$ cat config.mk
export PLATFORM = sky130hd
export DESIGN_NAME = branch_predictor
export DESIGN_NICKNAME = d
export VERILOG_FILES = /design/src/rtl/rv32i_pkg.sv /design/src/rtl/bp_sat_ctr.sv /design/src/rtl/branch_predictor.sv
export SDC_FILE = /design/constraint.sdc
export NUM_CORES = 2
export LEC_CHECK = 0
export CAP_MARGIN = 30
export CORE_ASPECT_RATIO = 1.25
export CORE_MARGIN = 1
export CORE_UTILIZATION = 55
export DETAILED_ROUTE_END_ITERATION = 12
export GPL_ROUTABILITY_DRIVEN = 0
export PLACE_DENSITY = 0.72
export SLEW_MARGIN = 20
export SYNTH_ARGS = -nofsm -noshare
export SYNTH_HDL_FRONTEND = slang
export SYNTH_SLANG_ARGS = --single-unit
$ cat constraint.sdc
create_clock -name clk -period 12.7 [get_ports clk]
set_clock_uncertainty 0.2 [all_clocks]
set_input_delay 1.27 -clock clk [delete_from_list [all_inputs] [get_ports clk]]
set_output_delay 1.27 -clock clk [all_outputs]
set_load 0.05 [all_outputs]
$ cat src/rtl/rv32i_pkg.sv
// Shared definitions for the fetch-side branch predictor.
//   ctr_t   : 2-bit bimodal counter encoding (MSB = predict taken)
//   PC_STEP : sequential instruction stride used for fall-through redirects
package rv32i_pkg;

  typedef enum logic [1:0] {
    SNT = 2'b00,
    WNT = 2'b01,
    WT  = 2'b10,
    ST  = 2'b11
  } ctr_t;

  localparam logic [31:0] PC_STEP = 32'd4;

endpackage

$ cat src/rtl/bp_sat_ctr.sv
// Next-state logic for a 2-bit saturating up/down counter.
// Ports:
//   ctr      in   current counter value
//   up       in   1 = step toward ST, 0 = step toward SNT
//   ctr_next out  counter value after the step (holds at SNT and ST)
module bp_sat_ctr
  import rv32i_pkg::*;
(
  input  ctr_t ctr,
  input  logic up,
  output ctr_t ctr_next
);

  always_comb begin
    ctr_next = ctr;
    case (ctr)
      SNT:     ctr_next = up ? WNT : SNT;
      WNT:     ctr_next = up ? WT  : SNT;
      WT:      ctr_next = up ? ST  : WNT;
      ST:      ctr_next = up ? ST  : WT;
      default: ctr_next = ctr;
    endcase
  end

endmodule

$ cat src/rtl/branch_predictor.sv
// Bimodal direction predictor with a direct-mapped BTB.
// Fetch looks up direction/target combinationally; resolved branches from
// execute train the tables and raise a registered one-cycle flush on mispredict.
// Ports:
//   clk, rst_n                  clock, async active-low reset
//   if_valid, if_pc             fetch lookup request
//   pred_taken, pred_target     combinational prediction for if_pc
//   ex_valid, ex_pc, ex_taken,  resolved conditional branch
//   ex_target, ex_pred_taken,
//   ex_pred_target              prediction that travelled with the branch
//   flush, redirect_pc          registered mispredict pulse and corrected PC
//   mispred_cnt                 running mispredict count (wraps)
module branch_predictor
  import rv32i_pkg::*;
#(
  parameter int IDX_BITS = 6,
  parameter int TAG_BITS = 8
) (
  input  logic        clk,
  input  logic        rst_n,
  input  logic        if_valid,
  input  logic [31:0] if_pc,
  output logic        pred_taken,
  output logic [31:0] pred_target,
  input  logic        ex_valid,
  input  logic [31:0] ex_pc,
  input  logic        ex_taken,
  input  logic [31:0] ex_target,
  input  logic        ex_pred_taken,
  input  logic [31:0] ex_pred_target,
  output logic        flush,
  output logic [31:0] redirect_pc,
  output logic [31:0] mispred_cnt
);

  localparam int ENTRIES = 1 << IDX_BITS;
  localparam int TAG_LO  = IDX_BITS + 2;
  localparam int TAG_HI  = IDX_BITS + TAG_BITS + 1;

  logic                valid_tbl [ENTRIES];
  logic [TAG_BITS-1:0] tag_tbl   [ENTRIES];
  logic [31:0]         tgt_tbl   [ENTRIES];
  ctr_t                ctr_tbl   [ENTRIES];

  logic [IDX_BITS-1:0] if_idx, ex_idx;
  logic [TAG_BITS-1:0] if_tag, ex_tag;
  logic                if_hit, ex_hit;
  logic                mispredict;
  ctr_t                ctr_upd;

  // Byte-offset bits and PC bits above the tag take no part in the lookup.
  logic unused_if_pc_bits;
  assign unused_if_pc_bits = ^{if_pc[1:0], if_pc[31:TAG_HI+1]};

  assign if_idx = if_pc[IDX_BITS+1:2];
  assign if_tag = if_pc[TAG_HI:TAG_LO];
  assign ex_idx = ex_pc[IDX_BITS+1:2];
  assign ex_tag = ex_pc[TAG_HI:TAG_LO];

  // Lookup reads the registered tables only, so a same-cycle update is not
  // visible until the following cycle.
  assign if_hit      = valid_tbl[if_idx] && (tag_tbl[if_idx] == if_tag);
  assign pred_taken  = if_valid && if_hit && ctr_tbl[if_idx][1];
  assign pred_target = if_hit ? tgt_tbl[if_idx] : '0;

  assign ex_hit = valid_tbl[ex_idx] && (tag_tbl[ex_idx] == ex_tag);

  assign mispredict = ex_valid &&
                      ((ex_taken != ex_pred_taken) ||
                       (ex_taken && ex_pred_taken && (ex_target != ex_pred_target)));

  bp_sat_ctr u_sat_ctr (
    .ctr      (ctr_tbl[ex_idx]),
    .up       (ex_taken),
    .ctr_next (ctr_upd)
  );

  // Valid bits and counters carry the reset; tags and targets are only
  // meaningful behind a set valid bit, so they need none.
  always_ff @(posedge clk or negedge rst_n) begin
    if (!rst_n) begin
      for (int i = 0; i < ENTRIES; i++) begin
        valid_tbl[i] <= 1'b0;
        ctr_tbl[i]   <= WNT;
      end
    end else if (ex_valid) begin
      if (ex_hit) begin
        ctr_tbl[ex_idx] <= ctr_upd;
      end else if (ex_taken) begin
        valid_tbl[ex_idx] <= 1'b1;
        ctr_tbl[ex_idx]   <= WT;
      end
    end
  end

  // Any taken resolution either refreshes a hit entry's target or allocates;
  // rewriting the tag on a hit is harmless because it already matches.
  always_ff @(posedge clk) begin
    if (ex_valid && ex_taken) begin
      tag_tbl[ex_idx] <= ex_tag;
      tgt_tbl[ex_idx] <= ex_target;
    end
  end

  always_ff @(posedge clk or negedge rst_n) begin
    if (!rst_n) begin
      flush       <= 1'b0;
      redirect_pc <= '0;
      mispred_cnt <= '0;
    end else begin
      flush <= mispredict;
      if (mispredict) begin
        redirect_pc <= ex_taken ? ex_target : (ex_pc + PC_STEP);
        mispred_cnt <= mispred_cnt + 32'd1;
      end
    end
  end

endmodule
==> flow_summary.json <==
{
  "outcome": "complete, no violations",
  "synthToLayoutAreaGrowth_pct": 13.1,
  "nFillCells": 14100,
  "yosys.area.top_type": "edfxtp_1",
  "clk_pin_slew_ns": 0.05,
  "die_y_um": 519,
  "pin_count": 232,
  "ant_nets": 0,
  "path_common_cell": "mux4_2",
  "insertion_delay_ns": 0.96,
  "cts_root_buffer": "clkbuf_16",
  "total_power_mw": 19.9,
  "slew_headroom_pct": 22.8,
  "grt_pass1_vias": 67200,
  "regToRegEndpoint": "ctr_tbl[14]",
  "placed_area_um2": 124000,
  "start_util_pct": 55.4,
  "grt_antenna_before_repair": 23,
  "clock_path_buffers": 4,
  "hp-class": "input port to async pin",
  "synth_warnings": 0,
  "syn-num-nets": 6105,
  "tns_ns": 0,
  "drt_iter0_drc": 11400,
  "cts-buffers-inserted": 284,
  "synth_common_cells": "2,560 x edfxtp_1, 930 x mux4_2, 232 x clkbuf_1, 232 x nor2_1, 199 x nand2_1",
  "syn_inst": 5968,
  "hold_violations": 0,
  "yosysMostFrequentCell": "edfxtp_1",
  "dieArea_um2": 215000,
  "post_cts_buffers": 0,
  "critPathMaxFanout": 92,
  "crit_buf_inv": 4,
  "wirelength_um": 376000,
  "ys_seq_elements": 2817,
  "dr.pass1.iters": 9,
  "grt_max_degree": 155,
  "drv_slew": 0,
  "drive_above_1_share_pct": 28.2,
  "grtUsageTotal_pct": 34.8,
  "crit_type": "input port to output pin",
  "synth_edf_count": 2560,
  "crit_chain": "buf_8 -> buf_4 -> mux4_2 -> mux4_2 -> mux4_2 -> xnor2_1 -> nand4_1 -> nor4_4 -> nand2_1 -> buf_8 -> a211oi_1 -> clkdlybuf4s50_1",
  "netlist.area_leader.share_pct": 65.4,
  "finalInstanceArea_um2": 133000,
  "clock-sinks": 2817,
  "p_leak_nw": 42.6,
  "overflow": 0,
  "portBuffers": 213,
  "ys_types": 76,
  "synth_area_leaders": "edfxtp_1 65%, mux4_2 18%, dfrtp_1 4.1%",
  "dp_slack_ns": 3.74,
  "grt_setup_unrepaired": "false",
  "maxCapViolCount": 0,
  "reg2reg_depth": 10,
  "tritoncts": "done",
  "remaining_drc_errors": 0,
  "start_kind": "input port",
  "reg2reg_setup_slack_ns": 7.41,
  "slowest_stage": "clkdlybuf4s50_1",
  "core_area_um2": 212000,
  "period_needed_ns": 9.42,
  "die_w_um": 415,
  "grt_pass1_wl_um": 518000,
  "hold_buffers": 0,
  "worst_pin_slew_ns": 1.16,
  "critPathTopFamily": "buffers and inverters",
  "avgViaCountPerCell": 7.36,
  "wire_per_inst_um": 40.6,
  "htreeDepth": 5,
  "vdd_drop_max_mv": 0.165,
  "p_per_area_nw_per_um2": 150,
  "synth_area_um2": 117000,
  "crit_arrival_ns": 7.95,
  "vias": 68100,
  "crit_path_max_incr_delay_ns": 0.98,
  "fin_crit_sh_pct": 74.2,
  "async_reset_ff_share_pct": 9.12,
  "layout.nets": 6421,
  "ys.flop_type": "edfxtp_1",
  "setup_viol": 0,
  "endpoint_kind": "output pin",
  "rows": 189,
  "timing.rr.start": "tag_tbl[55][0]",
  "cts_resized": 0,
  "worstPathRequired_ns": 11.23,
  "fmax_ghz": 0.106,
  "setup_ws_ns": 3.28,
  "dp_hpwl_um": 206000,
  "synth.avg_cell_area_um2": 19.7,
  "yosysSeqAreaShare_pct": 71.0
}
==> flip-flops by register name, indices dropped and copies added, names as in the netlist <==
register / flops
flush: 1
tgt_tbl: 2048
valid_tbl: 64
tag_tbl: 512
mispred_cnt: 32
redirect_pc: 32
ctr_tbl: 128
==> worst register-to-register path, stage by stage (launching register included) <==
cell and delay [ns]:
edfxtp_1 0.39, mux2_2 0.28, a221o_1 0.29, a222oi_1 0.51
o221ai_1 0.25, nor4_1 0.89, xnor2_1 0.28, and4_4 0.84
buf_4 0.75, nand3_1 0.29, o211ai_1 0.26
==> layer usage <==
| metal | track usage (%) | up-vias | wire length, um |
|---|---|---|---|
| li1 | - | 25600 | - |
| met1 | 44.2 | 35400 | 124000 |
| met2 | 53.7 | 5714 | 176000 |
| met3 | 9.35 | 1376 | 47800 |
| met4 | 21.7 | 18 | 28200 |
| met5 | 0 | - | 158 |
==> power by group <==
part	switching, mW	internal (mW)
registers	0.0964	10.2
clock network	3.44	4.62
logic	0.971	0.591
==> metrics by stage <==
step	std cells	util (%)	hold slack, ns
after floorplan	5968	-	0.237
after global placement	8726	58.1	0.248
after detailed placement	8751	58.4	0.261
after CTS	9233	62.4	0.202
after global routing	9252	62.6	0.234
final	9259	62.6	0.150
==> cell families (layout without fill, tap and decap cells) <==
| logic type | Yosys count | after routing | synth area share, % |
|---|---|---|---|
| DFF | 2817 | 2817 | 71.0 |
| and+or+nand+nor | 879 | 879 | 3.72 |
| adders and majority gates | 5 | 5 | 0.0501 |
| xor gates and xnor gates | 99 | 99 | 0.738 |
| muxes | 1091 | 1091 | 19.3 |
| other | 0 | 10 | 0 |
| AOI/OAI and AO/OA | 629 | 629 | 3.58 |
| buffers and inverters | 448 | 960 | 1.69 |
==> final cells by class <==
type / instances / area [um2] / area share [%]
multi-input combinational: 2703 / 32700 / 24.6
timing repair buffer: 467 / 4520 / 3.41
inverter: 11 / 41.3 / 0.0311
clock inverter: 110 / 998 / 0.752
antenna: 10 / 25.0 / 0.0188
tap: 2769 / 3460 / 2.61
sequential: 2817 / 83400 / 62.8
clock buffer: 372 / 7690 / 5.79
==> placed cells by master, fill, tap and decap left out, types with 43 or more instances in the layout <==
master           Yosys  routed
clkdlybuf4s50_1      0     162
nor3_1              64      63
mux2_2              47      47
edfxtp_1          2560    2560
clkinv_2             0      43
nand3_1             92      92
nor2_1             232     166
nor2_4               0      64
dfrtp_1            193     193
a21o_1              54      54
clkbuf_1           232      72
dfstp_2             64      64
xnor2_1             78      77
clkbuf_16            0     293
nand4_1             83      83
nor4_1              64      63
mux2i_1            114     114
buf_4               27     212
mux4_2             930     930
a21oi_1            119     119
o21ai_0            156     155
nand2_1            199     199
==> worst max path at each step <==
stage	startpoint	endpoint	slack, ns	cells past startpoint
CTS	if_pc[3]	pred_target[31]	3.69	12
floorplan	if_pc[3]	pred_target[1]	6.09	10
detailed placement	if_pc[3]	pred_target[31]	3.74	12
finish	if_pc[3]	pred_target[31]	3.28	12
global route	if_pc[2]	pred_target[31]	3.42	12
global placement	if_pc[2]	pred_target[31]	3.33	11
Power figures use the tool's default switching activity.
